<file path="config.mk">
export PLATFORM = sky130hd
export DESIGN_NAME = trng_arb_ctrl_flat
export DESIGN_NICKNAME = d
export VERILOG_FILES = /design/src/rtl/trng_arb_ctrl_if.sv /design/src/rtl/trng_arb_ctrl.sv /design/src/flat_wrapper.sv
export SDC_FILE = /design/constraint.sdc
export NUM_CORES = 1
export LEC_CHECK = 0
export ABC_AREA = 1
export BUFFER_PORTS_ARGS = -buffer_cell sky130_fd_sc_hd__buf_2
export CAP_MARGIN = 40
export CORE_UTILIZATION = 50
export DETAILED_ROUTE_END_ITERATION = 10
export GPL_TIMING_DRIVEN = 0
export PLACE_DENSITY = 0.86
export SYNTH_ARGS = -nofsm -noshare
export SYNTH_HDL_FRONTEND = slang
export SYNTH_SLANG_ARGS = --single-unit
</file>
<file path="constraint.sdc">
create_clock -name clk -period 3 [get_ports clk]
set_input_delay 0.9 -clock clk [delete_from_list [all_inputs] [get_ports clk]]
set_output_delay 0.9 -clock clk [all_outputs]
set_load 0.05 [all_outputs]
</file>
<file path="src/rtl/trng_arb_ctrl_if.sv">
// trng_arb_ctrl_if
// Requester-side bus of the TRNG arbiter.
//   req    : per-requester request level, one bit per requester
//   gnt    : one-hot grant to the current owner, 0 when idle
//   rdata  : 128-bit random word for the owner
//   rvalid : rdata valid, held until rack
//   rack   : owner accepts rdata
// Handshake: rvalid is held high with rdata stable until the owner drives
// rack=1 on a clock edge; that edge completes the transfer. rack is ignored
// whenever rvalid=0.
// Modports: master = requester side, slave = arbiter side.
interface trng_arb_ctrl_if;
   logic [3:0]   req;
   logic [3:0]   gnt;
   logic [127:0] rdata;
   logic         rvalid;
   logic         rack;

   modport master (output req, output rack, input gnt, input rdata, input rvalid);
   modport slave  (input req, input rack, output gnt, output rdata, output rvalid);
endinterface

</file>
<file path="src/rtl/trng_arb_ctrl.sv">
// trng_arb_ctrl
// Round-robin arbiter that shares one TRNG core between four requesters.
// A grant restarts the core (CLEAR), runs it until trng_done or timeout
// (RUN), optionally health-checks the word (CHECK, retrying via CLEAR) and
// hands it to the owner (DELIVER).
// Ports:
//   clk, rst   : clock, synchronous active-high reset
//   bus        : requester bus (req/gnt/rdata/rvalid/rack), slave modport
//   trng_rst   : one-cycle restart pulse to the TRNG core
//   trng_en    : TRNG enable, high only in RUN
//   trng_data  : TRNG output word
//   trng_done  : TRNG completion level
//   busy       : high in every state except IDLE
//   err        : one-cycle pulse on timeout or retry exhaustion
//   state_dbg  : current FSM state encoding
// Configuration: define TRNG_ARB_HEALTH_CHECK_EN to reject all-zero,
// all-ones and repeated words; otherwise CHECK always passes.
module trng_arb_ctrl #(
   parameter int TIMEOUT   = 511,
   parameter int RETRY_MAX = 3
) (
   input  logic             clk,
   input  logic             rst,
   trng_arb_ctrl_if.slave   bus,
   output logic             trng_rst,
   output logic             trng_en,
   input  logic [127:0]     trng_data,
   input  logic             trng_done,
   output logic             busy,
   output logic             err,
   output logic [2:0]       state_dbg
);

   localparam int RW = (RETRY_MAX < 1) ? 1 : $clog2(RETRY_MAX + 1);
   localparam logic [RW-1:0] RETRY_MAX_C = RW'(RETRY_MAX);
   localparam logic [8:0]    TIMEOUT_C   = 9'(TIMEOUT);

   typedef enum logic [2:0] {
      IDLE    = 3'd0,
      CLEAR   = 3'd1,
      RUN     = 3'd2,
      CHECK   = 3'd3,
      DELIVER = 3'd4
   } state_t;

   state_t         state_q, state_d;
   logic [3:0]     gnt_q, gnt_d;
   logic [1:0]     own_q, own_d;
   logic [1:0]     ptr_q, ptr_d;
   logic [8:0]     cnt_q, cnt_d;
   logic [RW-1:0]  retry_q, retry_d;
   logic [127:0]   rdata_q, rdata_d;
   logic           rvalid_q, rvalid_d;
   logic           err_q, err_d;
   logic           trng_rst_q, trng_rst_d;
`ifdef TRNG_ARB_HEALTH_CHECK_EN
   logic [127:0]   hist_q, hist_d;
`endif

   logic [1:0] win, idx;
   logic       found;
   logic       owner_live;
   logic       health_ok;
   logic       rel;

   // Round-robin search starting at ptr, wrapping 3->0.
   always_comb begin
      win   = ptr_q;
      idx   = ptr_q;
      found = 1'b0;
      for (int i = 0; i < 4; i++) begin
         idx = ptr_q + 2'(i);
         if (!found && bus.req[idx]) begin
            win   = idx;
            found = 1'b1;
         end
      end
   end

   assign owner_live = |(bus.req & gnt_q);

`ifdef TRNG_ARB_HEALTH_CHECK_EN
   assign health_ok = !((rdata_q == '0) || (rdata_q == '1) || (rdata_q == hist_q));
`else
   assign health_ok = 1'b1;
`endif

   always_comb begin
      state_d    = state_q;
      gnt_d      = gnt_q;
      own_d      = own_q;
      ptr_d      = ptr_q;
      cnt_d      = cnt_q;
      retry_d    = retry_q;
      rdata_d    = rdata_q;
      rvalid_d   = rvalid_q;
      err_d      = 1'b0;
      trng_rst_d = 1'b0;
      rel        = 1'b0;
`ifdef TRNG_ARB_HEALTH_CHECK_EN
      hist_d     = hist_q;
`endif
      case (state_q)
         IDLE: begin
            if (bus.req != 4'b0000) begin
               gnt_d      = 4'b0001 << win;
               own_d      = win;
               retry_d    = '0;
               cnt_d      = '0;
               trng_rst_d = 1'b1;
               state_d    = CLEAR;
            end
         end
         CLEAR: begin
            if (!owner_live) rel = 1'b1;
            else begin
               cnt_d   = '0;
               state_d = RUN;
            end
         end
         RUN: begin
            // Owner drop beats everything; done beats timeout.
            if (!owner_live) rel = 1'b1;
            else if (trng_done) begin
               rdata_d = trng_data;
               state_d = CHECK;
            end else if (cnt_q == TIMEOUT_C) begin
               err_d = 1'b1;
               rel   = 1'b1;
            end else begin
               cnt_d = cnt_q + 9'd1;
            end
         end
         CHECK: begin
            if (!owner_live) rel = 1'b1;
            else if (health_ok) begin
               rvalid_d = 1'b1;
               state_d  = DELIVER;
            end else if (retry_q == RETRY_MAX_C) begin
               err_d = 1'b1;
               rel   = 1'b1;
            end else begin
               retry_d    = retry_q + RW'(1);
               cnt_d      = '0;
               trng_rst_d = 1'b1;
               state_d    = CLEAR;
            end
         end
         DELIVER: begin
            if (!owner_live) rel = 1'b1;
            else if (bus.rack) begin
               rel = 1'b1;
`ifdef TRNG_ARB_HEALTH_CHECK_EN
               hist_d = rdata_q;
`endif
            end
         end
         default: rel = 1'b1;
      endcase

      // Common release path: transaction ends, pointer moves past owner.
      if (rel) begin
         state_d  = IDLE;
         gnt_d    = 4'b0000;
         rvalid_d = 1'b0;
         ptr_d    = own_q + 2'd1;
      end
   end

   always_ff @(posedge clk) begin
      if (rst) begin
         state_q    <= IDLE;
         gnt_q      <= '0;
         own_q      <= '0;
         ptr_q      <= '0;
         cnt_q      <= '0;
         retry_q    <= '0;
         rdata_q    <= '0;
         rvalid_q   <= 1'b0;
         err_q      <= 1'b0;
         trng_rst_q <= 1'b1;
`ifdef TRNG_ARB_HEALTH_CHECK_EN
         hist_q     <= '0;
`endif
      end else begin
         state_q    <= state_d;
         gnt_q      <= gnt_d;
         own_q      <= own_d;
         ptr_q      <= ptr_d;
         cnt_q      <= cnt_d;
         retry_q    <= retry_d;
         rdata_q    <= rdata_d;
         rvalid_q   <= rvalid_d;
         err_q      <= err_d;
         trng_rst_q <= trng_rst_d;
`ifdef TRNG_ARB_HEALTH_CHECK_EN
         hist_q     <= hist_d;
`endif
      end
   end

   assign bus.gnt    = gnt_q;
   assign bus.rdata  = rdata_q;
   assign bus.rvalid = rvalid_q;
   assign trng_rst   = trng_rst_q;
   assign trng_en    = (state_q == RUN);
   assign busy       = (state_q != IDLE);
   assign err        = err_q;
   assign state_dbg  = state_q;

endmodule

</file>
<file path="src/flat_wrapper.sv">
// flat-port wrapper written by rule: the top's interface ports become plain ports
module trng_arb_ctrl_flat 
#(
   parameter int TIMEOUT   = 511,
   parameter int RETRY_MAX = 3
)
  (clk, rst, trng_rst, trng_en, trng_data, trng_done, busy, err, state_dbg, bus_req, bus_rack, bus_gnt, bus_rdata, bus_rvalid);
  trng_arb_ctrl_if bus_i ();
  input  logic clk;
  input  logic rst;
  output logic trng_rst;
  output logic trng_en;
  input  logic [127:0] trng_data;
  input  logic trng_done;
  output logic busy;
  output logic err;
  output logic [2:0] state_dbg;
  input wire logic [$bits(bus_i.req)-1:0] bus_req;
  input wire logic [$bits(bus_i.rack)-1:0] bus_rack;
  output wire logic [$bits(bus_i.gnt)-1:0] bus_gnt;
  output wire logic [$bits(bus_i.rdata)-1:0] bus_rdata;
  output wire logic [$bits(bus_i.rvalid)-1:0] bus_rvalid;
  assign bus_i.req = bus_req;
  assign bus_i.rack = bus_rack;
  assign bus_gnt = bus_i.gnt;
  assign bus_rdata = bus_i.rdata;
  assign bus_rvalid = bus_i.rvalid;
  trng_arb_ctrl #(.TIMEOUT(TIMEOUT), .RETRY_MAX(RETRY_MAX)) u_core (.clk(clk), .rst(rst), .bus(bus_i), .trng_rst(trng_rst), .trng_en(trng_en), .trng_data(trng_data), .trng_done(trng_done), .busy(busy), .err(err), .state_dbg(state_dbg));
endmodule
</file>
-- Yosys cells after proc, flatten, opt, wreduce, memory -nomap -nowiden
Index checks and enable logic that the tools add are counted.
- bits of input ports: 136
- register bits: 151
- logic and storage cells: 89
- bits in writable memories: 0
- memories: 0
- output and inout bits: 140
- bits in latches: 0
- bits in read-only memories: 0
- $mul: 0
- shifts and indexed selects: 1
- reductions and logical operators: 20
- divide/modulo/power cells: 0
- eq/ne operators: 12
- multiplexer cells: 35
- bitwise logic cells: 3
- add/subtract/negate cells: 5
- $lt $le $gt $ge: 4
- operators by type and width (operator ; count):
    $mux W9 ; 5
    $pmux W9 S3 ; 1
    $mux W1 ; 15
    $mux W3 ; 5
    $lt A2 B3 Y1 const B ; 4
    $pmux W3 S4 ; 1
    $reduce_and A6 Y1 ; 2
    $ne A2 B1 Y1 const B ; 5
    $add A9 B1 Y9 const B ; 1
    $eq A9 B9 Y1 const B ; 1
    $bmux W1 S2 ; 4
    $reduce_bool A4 Y1 ; 2
    $eq A3 B2 Y1 const B ; 2
    $mux W2 ; 3
    $reduce_bool A3 Y1 ; 2
    $add A2 B1 Y2 const B ; 2
    $add A2 B2 Y2 const B ; 2
    $and A4 B4 Y4 ; 1
    $ne A2 B2 Y1 const B ; 2
    $pmux W1 S4 ; 1
    $reduce_and A2 Y1 ; 2
    $reduce_or A2 Y1 ; 2
    $reduce_or A4 Y1 ; 1
    $shl A1 B2 Y4 const A ; 1
    8 further kinds ; 13

-- Longest topological paths before layout
Gate-level depths: netlist of run 1.
- depth in word-level cells: 13
- mapped depth: 16

-- Worst setup path after synthesis of run 1
OpenSTA, ideal clock, no wires.
- path kind: reg2out
- from: register u_core.state_q[1] (netlist: u_core.state_dbg[1])
- to: output trng_en
- required time: 2100 ps
- data arrival time: 1331 ps
- cell stages (with the launch flop): 3
- path slack: 769 ps
- cell sequence: dfxtp_1 nand3_2 inv_1
- longest elaborated chain between the ends: 1
- RTL lines (item ; line ; text):
    from (decl) ; trng_arb_ctrl.sv:46 ; state_t state_q, state_d;
    from (signal assigned) ; trng_arb_ctrl.sv:186 ; state_q <= state_d;
    $eq A3 B2 Y1 ; trng_arb_ctrl.sv:206 ; assign trng_en = (state_q == RUN);
    to (decl) ; flat_wrapper.sv:12 ; output logic trng_en;
Every way passes these cells.

-- Worst setup path after layout of run 1
Ends and elaborated chain as after synthesis.

==> impl_metrics.prom, run 1 <==
# TYPE chip_impl_metric gauge
chip_impl_metric{name="synthesis.instances",unit=""} 766
chip_impl_info{name="cts_tree",value="done"} 1
chip_impl_metric{name="initial_core_util",unit="%"} 52.1
chip_impl_metric{name="die_height",unit="um"} 109
chip_impl_metric{name="worstSkewPairLatency",unit="ns"} 0.42
chip_impl_metric{name="fill_cells",unit=""} 898
chip_impl_info{name="min_to",value="u_core.bus.rvalid"} 1
chip_impl_info{name="hold_path.startpoint",value="u_core.bus.rvalid"} 1
chip_impl_metric{name="cp_data_arrival_time",unit="ns"} 1.51
chip_impl_metric{name="cts.sinks",unit=""} 151
chip_impl_metric{name="max-slew-margin-rel",unit="%"} 54.7
chip_impl_metric{name="timing_hold_violations_final",unit=""} 0
chip_impl_metric{name="seqCellArea",unit="mm2"} 0.00302
chip_impl_info{name="rsz0062_at_grt",value="no"} 1
chip_impl_info{name="reg2reg_from",value="u_core.cnt_q[0]"} 1
chip_impl_metric{name="finalSetupTns",unit="ns"} 0
chip_impl_metric{name="critPathMaxStageDelay",unit="ns"} 0.45
chip_impl_metric{name="ctsHoldBuffers",unit=""} 0
chip_impl_metric{name="post-dp-hpwl",unit="um"} 12700
chip_impl_metric{name="number_of_placement_rows",unit=""} 38
chip_impl_metric{name="post-synth-top-area-fraction",unit="%"} 52.9
chip_impl_metric{name="power.total",unit="uW"} 6310
chip_impl_metric{name="die_outline_area",unit="mm2"} 0.0119
chip_impl_metric{name="grt_pass1_wl",unit="um"} 27500
chip_impl_metric{name="fin_skew",unit="ns"} 0.0100
chip_impl_metric{name="met2_wirelength_from_detailed_routing",unit="um"} 8530
chip_impl_metric{name="grt_use_total",unit="%"} 30.0
chip_impl_info{name="crit_path_end_kind",value="output pin"} 1
chip_impl_metric{name="globalplace.congestion",unit=""} 0.860
chip_impl_metric{name="synth_sequential_area_ratio",unit="%"} 52.9
chip_impl_metric{name="grt_start_max_net_pins",unit=""} 17
chip_impl_metric{name="grt_overflow_total",unit=""} 0
chip_impl_metric{name="timing.hold.worst_path_depth",unit=""} 2
chip_impl_metric{name="io-pin-count",unit=""} 276
chip_impl_metric{name="synth.yosys.warnings",unit=""} 0
chip_impl_metric{name="synth_nets",unit=""} 904
chip_impl_info{name="root_buffer",value="sky130_fd_sc_hd__clkbuf_16"} 1
chip_impl_metric{name="pre_repair_dr_iteration_count",unit=""} 7
chip_impl_metric{name="die_w",unit="um"} 109
chip_impl_metric{name="cts_repair_resize_count",unit=""} 0
chip_impl_metric{name="power.share.clock",unit="%"} 33.4
chip_impl_metric{name="timing.final.max_slew_violations",unit=""} 0
chip_impl_info{name="setup.worst_path.start_class",value="flip-flop"} 1
chip_impl_metric{name="p_sw",unit="uW"} 2350
chip_impl_info{name="crit_path_cell_trace",value="nand3_2 > inv_1 > buf_2"} 1
chip_impl_metric{name="initial_antenna_violation_count",unit=""} 1
chip_impl_metric{name="clock.fmax",unit="GHz"} 0.416
chip_impl_metric{name="cts_max_path_buffers",unit=""} 2
chip_impl_metric{name="p_int",unit="uW"} 3960
chip_impl_info{name="outcome",value="finished clean"} 1
chip_impl_metric{name="finalCriticalPeriod",unit="ns"} 2.41
chip_impl_info{name="cp_slowest_cell",value="sky130_fd_sc_hd__dfxtp_1"} 1
chip_impl_metric{name="worst-endpoint-required",unit="ns"} 2.10
chip_impl_info{name="timing_worst_setup_path_type",value="flip-flop to output pin"} 1
chip_impl_metric{name="floorplan.core_area",unit="mm2"} 0.0110
chip_impl_metric{name="drt-total-wl",unit="um"} 17300
chip_impl_metric{name="r2r_slack",unit="ns"} 1.01
chip_impl_metric{name="max_slew.worst_pin.slew",unit="ns"} 0.680
chip_impl_metric{name="wl_per_cell",unit="um"} 14.2
chip_impl_metric{name="detail_route.iter0.violations",unit=""} 450
chip_impl_metric{name="power_density",unit="mW/mm2"} 802
chip_impl_metric{name="grt_pass1_vias",unit=""} 5942
chip_impl_metric{name="met3_routed_wl",unit="um"} 1340
chip_impl_metric{name="syn-mean-instance-area",unit="um2"} 7.46
chip_impl_metric{name="area_taken_by_multi_input_logic_gates",unit="mm2"} 0.00237
chip_impl_metric{name="worst_ir_drop_vdd",unit="V"} 0.000683
chip_impl_metric{name="tritoncts.num_buffers",unit=""} 17
chip_impl_metric{name="timing.max_cap.violations",unit=""} 0
chip_impl_metric{name="critical_path_peak_fanout",unit=""} 7
chip_impl_metric{name="clk_pin_slew_worst_paths",unit="ns"} 0.06
chip_impl_metric{name="routed-via-count",unit=""} 6072
chip_impl_metric{name="routed_antenna_nets",unit=""} 0
chip_impl_metric{name="synthDistinctLibCells",unit=""} 29
chip_impl_metric{name="route.detailed.drc",unit=""} 0
chip_impl_info{name="yosys-top-cells-area",value="sky130_fd_sc_hd__dfxtp_1 (53%), sky130_fd_sc_hd__nor2_1 (18%), sky130_fd_sc_hd__o21ai_0 (11%)"} 1
chip_impl_metric{name="drive_gt1_share",unit="%"} 32.7
chip_impl_metric{name="synthesis.area",unit="mm2"} 0.00572
chip_impl_metric{name="post_cts.repair.setup_buffers",unit=""} 0
chip_impl_metric{name="setup_violators_final",unit=""} 0
chip_impl_metric{name="reg2reg_depth",unit=""} 11
chip_impl_metric{name="power.share.switching",unit="%"} 37.2
chip_impl_metric{name="routedLengthMet1",unit="um"} 6830
chip_impl_metric{name="finish.net_count",unit=""} 1198
chip_impl_info{name="synth_top_area_cell",value="sky130_fd_sc_hd__dfxtp_1"} 1
chip_impl_metric{name="ys_seq_elements",unit=""} 151
chip_impl_metric{name="final_min_period_over_clock_period",unit="%"} 80.2
chip_impl_metric{name="port-buffer-count",unit=""} 275
chip_impl_info{name="critical_register_to_register_path_endpoint",value="u_core.cnt_q[4]"} 1
chip_impl_metric{name="share_comb_of_total_power",unit="%"} 30.0
chip_impl_metric{name="syn_to_final_growth",unit="%"} 37.5
chip_impl_metric{name="detail_routed_via_count_per_cell",unit=""} 5.00
chip_impl_info{name="routed.top_layer",value="met4"} 1
chip_impl_metric{name="h-tree-depth",unit=""} 4
chip_impl_metric{name="power.share.sequential",unit="%"} 36.5
chip_impl_info{name="holdCritPathClass",value="flip-flop to flip-flop"} 1
chip_impl_metric{name="p_leak",unit="uW"} 0.00426
==> Yosys cell counts, drive strengths merged <==
cell type  instances
nor2             276
dfxtp            151
o21ai            134
nand2             73
inv               30
buf               27
clkbuf            18
nand3             17
a21oi             14
nor3               8
nand4              5
a211oi             3
xor2               3
and3               2
ha                 2
nor4               1
o31ai              1
xnor2              1
==> sequential cells by signal (all words and copies together) (netlist names) <==
register	cells
u_core.bus.gnt	4
u_core.bus.rvalid	1
u_core.ptr_q	2
u_core.bus.rdata	128
u_core.trng_rst	1
u_core.err	1
u_core.state_dbg	3
u_core.own_q	2
u_core.cnt_q	9
==> critical path: cells and delay by family (launching register included) <==
| kind | cells | cell delay (ns) |
|---|---|---|
| buffers and inverters | 2 | 0.47 |
| DFF | 1 | 0.45 |
| and+or+nand+nor | 1 | 0.17 |
==> through the flow <==
step,worst slack [ns],hold WS [ns],cells,util [%],area [um2]
floorplan,0.769,0.451,766,-,5720
global placement,0.416,0.431,1181,66.2,7270
detailed placement,0.384,0.437,1181,66.2,7270
CTS,0.590,0.447,1213,71.6,7860
global route,0.491,0.466,1214,71.6,7860
finish,0.594,0.444,1215,71.6,7860
==> placed cells by master (no fill, tap or decap), drive strengths merged <==
| cell type | netlist | layout |
|---|---|---|
| nor2 | 276 | 276 |
| xor2 | 3 | 3 |
| ha | 2 | 2 |
| clkinv | 0 | 2 |
| clkbuf | 18 | 38 |
| o31ai | 1 | 1 |
| and3 | 2 | 2 |
| a211oi | 3 | 3 |
| nor4 | 1 | 1 |
| a21oi | 14 | 14 |
| clkinvlp | 0 | 4 |
| nor3 | 8 | 8 |
| nand3 | 17 | 17 |
| dfxtp | 151 | 151 |
| inv | 30 | 34 |
| nand4 | 5 | 5 |
| diode | 0 | 2 |
| buf | 27 | 302 |
| xnor2 | 1 | 1 |
| bufinv | 0 | 2 |
| nand2 | 73 | 73 |
| o21ai | 134 | 134 |
==> power by group through the flow <==
stage	Combinational [uW]	Clock, uW	Sequential, uW
after floorplan	962	0	2790
after global placement	1840	0	2340
after detailed placement	1870	0	2340
after CTS	1880	2130	2300
after global routing	2090	2230	2320
final	1890	2110	2300
==> cell type report <==
type                       count  share of cell area, %
sequential                   151                   38.4
multi-input combinational    540                   30.1
timing repair buffer         275                   17.5
clock buffer                  20                   5.68
buffer                        45                   2.74
tap                          140                   2.23
clock inverter                12                   1.81
inverter                      30                   1.43
antenna                        2                 0.0636
==> layer usage <==
| metal | GRT usage, % | vias up |
|---|---|---|
| met5 | 0 | - |
| met4 | 12.9 | 0 |
| met3 | 10.2 | 46 |
| met2 | 50.9 | 247 |
| met1 | 34.1 | 2736 |
| li1 | - | 3043 |
==> how the worst max path moves through the flow <==
stage                              from  slack, ns              endpoint  cells after the start
floorplan           u_core.state_dbg[1]       0.77               trng_en                      2
global placement                    rst       0.42  u_core.bus.rdata[13]                      6
detailed placement                  rst       0.38  u_core.bus.rdata[97]                      6
CTS                 u_core.state_dbg[1]       0.59               trng_en                      3
global route        u_core.state_dbg[1]       0.49               trng_en                      3
finish              u_core.state_dbg[1]       0.59               trng_en                      3
==> cell families (layout without fill, tap and decap cells) <==
logic type               Yosys count  after routing  synth area share [%]
XOR/XNOR                           4              4                 0.613
AND/OR/NAND/NOR                  382            382                  26.6
adder cells (fa/ha/maj)            2              2                 0.438
flip-flops                       151            151                  52.9
buffers and inverters             75            382                  5.73
other                              0              2                     0
AO/OA/AOI/OAI                    152            152                  13.8
Power figures use the tool's default switching activity.
==> inputs of run 2 (changes only) <==
--- a/config.mk
+++ b/config.mk
@@ -8,10 +8,10 @@
 export ABC_AREA = 1
 export BUFFER_PORTS_ARGS = -buffer_cell sky130_fd_sc_hd__buf_2
 export CAP_MARGIN = 40
-export CORE_UTILIZATION = 50
+export CORE_UTILIZATION = 42
 export DETAILED_ROUTE_END_ITERATION = 10
 export GPL_TIMING_DRIVEN = 0
-export PLACE_DENSITY = 0.86
+export PLACE_DENSITY = 0.77
 export SYNTH_ARGS = -nofsm -noshare
 export SYNTH_HDL_FRONTEND = slang
 export SYNTH_SLANG_ARGS = --single-unit
==> constraint.sdc (replaced) <==
create_clock -name clk -period 2 [get_ports clk]
set_input_delay 0.6 -clock clk [delete_from_list [all_inputs] [get_ports clk]]
set_output_delay 0.6 -clock clk [all_outputs]
set_load 0.05 [all_outputs]
==> run 2 against run 1 <==
Core utilization decreased by 11 points. Flip-flop and latch count is the same. Critical endpoint is now u_core.cnt_q[4]. Setup slack worse by 0.51 ns. Non-clock buffer count increased by 3. Cell area up 1.4%. Largest power group unchanged. Total power is 52% higher. First-iteration DRC count decreased by 40%. Largest cell class unchanged. Global-route usage decreased by 6.1 points. Critical path type is now flip-flop to flip-flop. Count of clock-buffer cells in the layout increased by 6. Register-to-register slack lost 0.92 ns.
==> impl_metrics.prom, run 2 (same netlist as run 1, synthesis figures left out) <==
# TYPE chip_impl_metric gauge
chip_impl_metric{name="route.detailed.drc",unit=""} 0
chip_impl_metric{name="p_leak",unit="uW"} 0.00428
chip_impl_metric{name="cts.sinks",unit=""} 151
chip_impl_metric{name="path_buf_inv",unit=""} 1
chip_impl_info{name="grt.busiest_layer",value="met2"} 1
chip_impl_metric{name="worst_ir_drop_vdd",unit="V"} 0.000710
chip_impl_info{name="worst_path_most_repeated_cell",value="sky130_fd_sc_hd__nor2_1"} 1
chip_impl_metric{name="syn_to_final_growth",unit="%"} 39.5
chip_impl_info{name="outcome",value="finished clean"} 1
chip_impl_info{name="root_buffer",value="sky130_fd_sc_hd__clkbuf_16"} 1
chip_impl_metric{name="timing.max_cap.violations",unit=""} 0
chip_impl_metric{name="ctsHoldBuffers",unit=""} 0
chip_impl_metric{name="h-tree-depth",unit=""} 4
chip_impl_metric{name="die_w",unit="um"} 119
chip_impl_metric{name="cp_data_arrival_time",unit="ns"} 2.26
chip_impl_metric{name="largest_register_ff_count",unit=""} 128
chip_impl_metric{name="globalplace.congestion",unit=""} 0.852
chip_impl_metric{name="detail_routed_via_count_per_cell",unit=""} 4.86
chip_impl_metric{name="initial_antenna_violation_count",unit=""} 0
chip_impl_metric{name="finalCriticalPeriod",unit="ns"} 1.91
chip_impl_metric{name="area_taken_by_multi_input_logic_gates",unit="mm2"} 0.00240
chip_impl_metric{name="post-place-cells",unit=""} 1217
chip_impl_metric{name="timing_hold_violations_final",unit=""} 0
chip_impl_metric{name="drt-total-wl",unit="um"} 17100
chip_impl_metric{name="power_density",unit="mW/mm2"} 1210
chip_impl_metric{name="final_area",unit="mm2"} 0.00798
chip_impl_info{name="timing_worst_setup_path_type",value="flip-flop to flip-flop"} 1
chip_impl_metric{name="grt_pass1_wl",unit="um"} 26400
chip_impl_metric{name="dpl-instance-area",unit="mm2"} 0.00732
chip_impl_metric{name="final_min_period_over_clock_period",unit="%"} 95.6
chip_impl_info{name="crit_path_end_kind",value="flip-flop"} 1
chip_impl_metric{name="detail_route.iter0.violations",unit=""} 269
chip_impl_metric{name="finish.net_count",unit=""} 1201
chip_impl_metric{name="grt_use_total",unit="%"} 23.9
chip_impl_metric{name="die_outline_area",unit="mm2"} 0.0141
chip_impl_metric{name="fill_cells",unit=""} 1247
chip_impl_metric{name="routed-via-count",unit=""} 6076
chip_impl_info{name="hold_path.startpoint",value="trng_data[4]"} 1
chip_impl_metric{name="finish.utilization",unit="%"} 60.2
chip_impl_metric{name="tritoncts.num_buffers",unit=""} 17
chip_impl_metric{name="port-buffer-count",unit=""} 275
chip_impl_metric{name="pre_repair_dr_iteration_count",unit=""} 4
chip_impl_info{name="crit_path_cell_trace",value="ha_4 > nand4_1 > nor2_1 > ha_2 > nor2_1 > nor2_1 > nor2_1 > nand3_2 > buf_8 > nor3_2 > a21oi_1 > nor3_2"} 1
chip_impl_metric{name="wl_per_cell",unit="um"} 13.6
chip_impl_info{name="rsz0062_at_grt",value="yes"} 1
chip_impl_info{name="layout.cells.most_common_list",value="sky130_fd_sc_hd__buf_2 (298), sky130_fd_sc_hd__nor2_1 (274), sky130_fd_sc_hd__dfxtp_1 (146)"} 1
chip_impl_metric{name="diodes",unit=""} 0
chip_impl_metric{name="die_height",unit="um"} 119
chip_impl_metric{name="number_of_placement_rows",unit=""} 42
chip_impl_metric{name="fin_skew",unit="ns"} 0.00600
chip_impl_metric{name="gr-usage-met1",unit="%"} 28.6
chip_impl_metric{name="grt_start_max_net_pins",unit=""} 17
chip_impl_metric{name="max_slew.worst_pin.slew",unit="ns"} 0.477
chip_impl_metric{name="clock.fmax",unit="GHz"} 0.523
chip_impl_metric{name="finish.cell_count_without_fillers",unit=""} 1251
chip_impl_info{name="cp_slowest_cell",value="sky130_fd_sc_hd__dfxtp_2"} 1
chip_impl_info{name="most_frequent_standard_cell_in_the_layout_excluding_fill_and_tap_cells",value="sky130_fd_sc_hd__buf_2"} 1
chip_impl_metric{name="routed_antenna_nets",unit=""} 0
chip_impl_info{name="worst_setup_path_startpoint",value="u_core.cnt_q[0]"} 1
chip_impl_info{name="crit_family",value="simple AND/OR/NAND/NOR gates"} 1
chip_impl_metric{name="setup_violators_final",unit=""} 0
chip_impl_metric{name="post-dp-hpwl",unit="um"} 12500
chip_impl_info{name="cts_tree",value="done"} 1
chip_impl_info{name="reg2reg_from",value="u_core.cnt_q[0]"} 1
chip_impl_metric{name="grt_util_met2",unit="%"} 40.6
chip_impl_metric{name="grt_overflow_total",unit=""} 0
chip_impl_info{name="setup.worst_path.start_class",value="flip-flop"} 1
chip_impl_metric{name="max-slew-margin-rel",unit="%"} 68.2
chip_impl_metric{name="cts_max_path_buffers",unit=""} 2
chip_impl_metric{name="clk_pin_slew_worst_paths",unit="ns"} 0.06
chip_impl_metric{name="floorplan.core_area",unit="mm2"} 0.0132
chip_impl_metric{name="worst-endpoint-required",unit="ns"} 2.34
chip_impl_metric{name="drive_gt1_share",unit="%"} 34.1
chip_impl_metric{name="grt_pass1_vias",unit=""} 5543
chip_impl_metric{name="globalRouteMet3Util",unit="%"} 6.32
chip_impl_info{name="holdCritPathClass",value="input pin to flip-flop"} 1
chip_impl_metric{name="seqCellArea",unit="mm2"} 0.00303
chip_impl_metric{name="critical_path_peak_fanout",unit=""} 8
chip_impl_metric{name="timing.final.max_slew_violations",unit=""} 0
chip_impl_metric{name="initial_core_util",unit="%"} 43.2
chip_impl_metric{name="worstSkewPairLatency",unit="ns"} 0.42
chip_impl_metric{name="critPathMaxStageDelay",unit="ns"} 0.34
chip_impl_metric{name="io-pin-count",unit=""} 276
-- run 2: worst reg2reg max path, stage by stage (launching register included) --
cell and delay [ns]:
sky130_fd_sc_hd__dfxtp_2 0.34, sky130_fd_sc_hd__ha_4 0.16, sky130_fd_sc_hd__nand4_1 0.13, sky130_fd_sc_hd__nor2_1 0.07
sky130_fd_sc_hd__ha_2 0.19, sky130_fd_sc_hd__nor2_1 0.08, sky130_fd_sc_hd__nor2_1 0.05, sky130_fd_sc_hd__nor2_1 0.11
sky130_fd_sc_hd__nand3_2 0.12, sky130_fd_sc_hd__buf_8 0.16, sky130_fd_sc_hd__nor3_2 0.15, sky130_fd_sc_hd__a21oi_1 0.11
sky130_fd_sc_hd__nor3_2 0.17
-- run 2: what timing repair did --
action	in CTS	in global routing
setup endpoints to repair	1	28
pin swaps	0	8
buffers inserted	0	3
gates resized for setup	2	16
-- run 2: routing by layer --
| metal | vias up | share of wire, % |
|---|---|---|
| li1 | 3046 | - |
| met1 | 2801 | 42 |
| met2 | 205 | 49 |
| met3 | 24 | 7.2 |
| met4 | 0 | 1.7 |
| met5 | - | 0 |
-- run 2: path summary, 6_finish.rpt --
path / depth (start not counted) / end / slack [ns]
worst max register to register: 12 / u_core.cnt_q[4] / 0.09
worst min register to register: 2 / u_core.bus.rvalid / 0.45
worst min-delay path: 3 / u_core.bus.rdata[4] / 0.40
worst max-delay path: 12 / u_core.cnt_q[4] / 0.09
-- run 2: layout make-up --
type                            count  share of cell area, %
Sequential cell                   151                   38.0
Multi-Input combinational cell    540                   30.1
Timing Repair Buffer              278                   17.6
Clock buffer                       26                   6.51
Buffer                             45                   2.81
Tap cell                          176                   2.76
Inverter                           30                   1.41
Clock inverter                      5                  0.784
-- run 2: per-stage QoR --
step | total power [uW] | hold WS, ns | setup WS, ns | TNS (ns)
3_3_place_gp | 6310 | 0.438 | -0.390 | -27.23
5_1_grt | 10100 | 0.393 | -0.0513 | -0.153
6_report | 9610 | 0.401 | 0.0874 | 0
4_1_cts | 9460 | 0.389 | 0.0126 | 0
2_1_floorplan | 5630 | 0.451 | 0.114 | 0
3_5_place_dp | 6330 | 0.442 | -0.391 | -27.07
-- run 2: power breakdown --
part	switching (uW)	total [uW]	internal [uW]
logic	2120	3010	892
registers	184	3470	3290
clock network	1220	3130	1910
total	3530	9610	6090
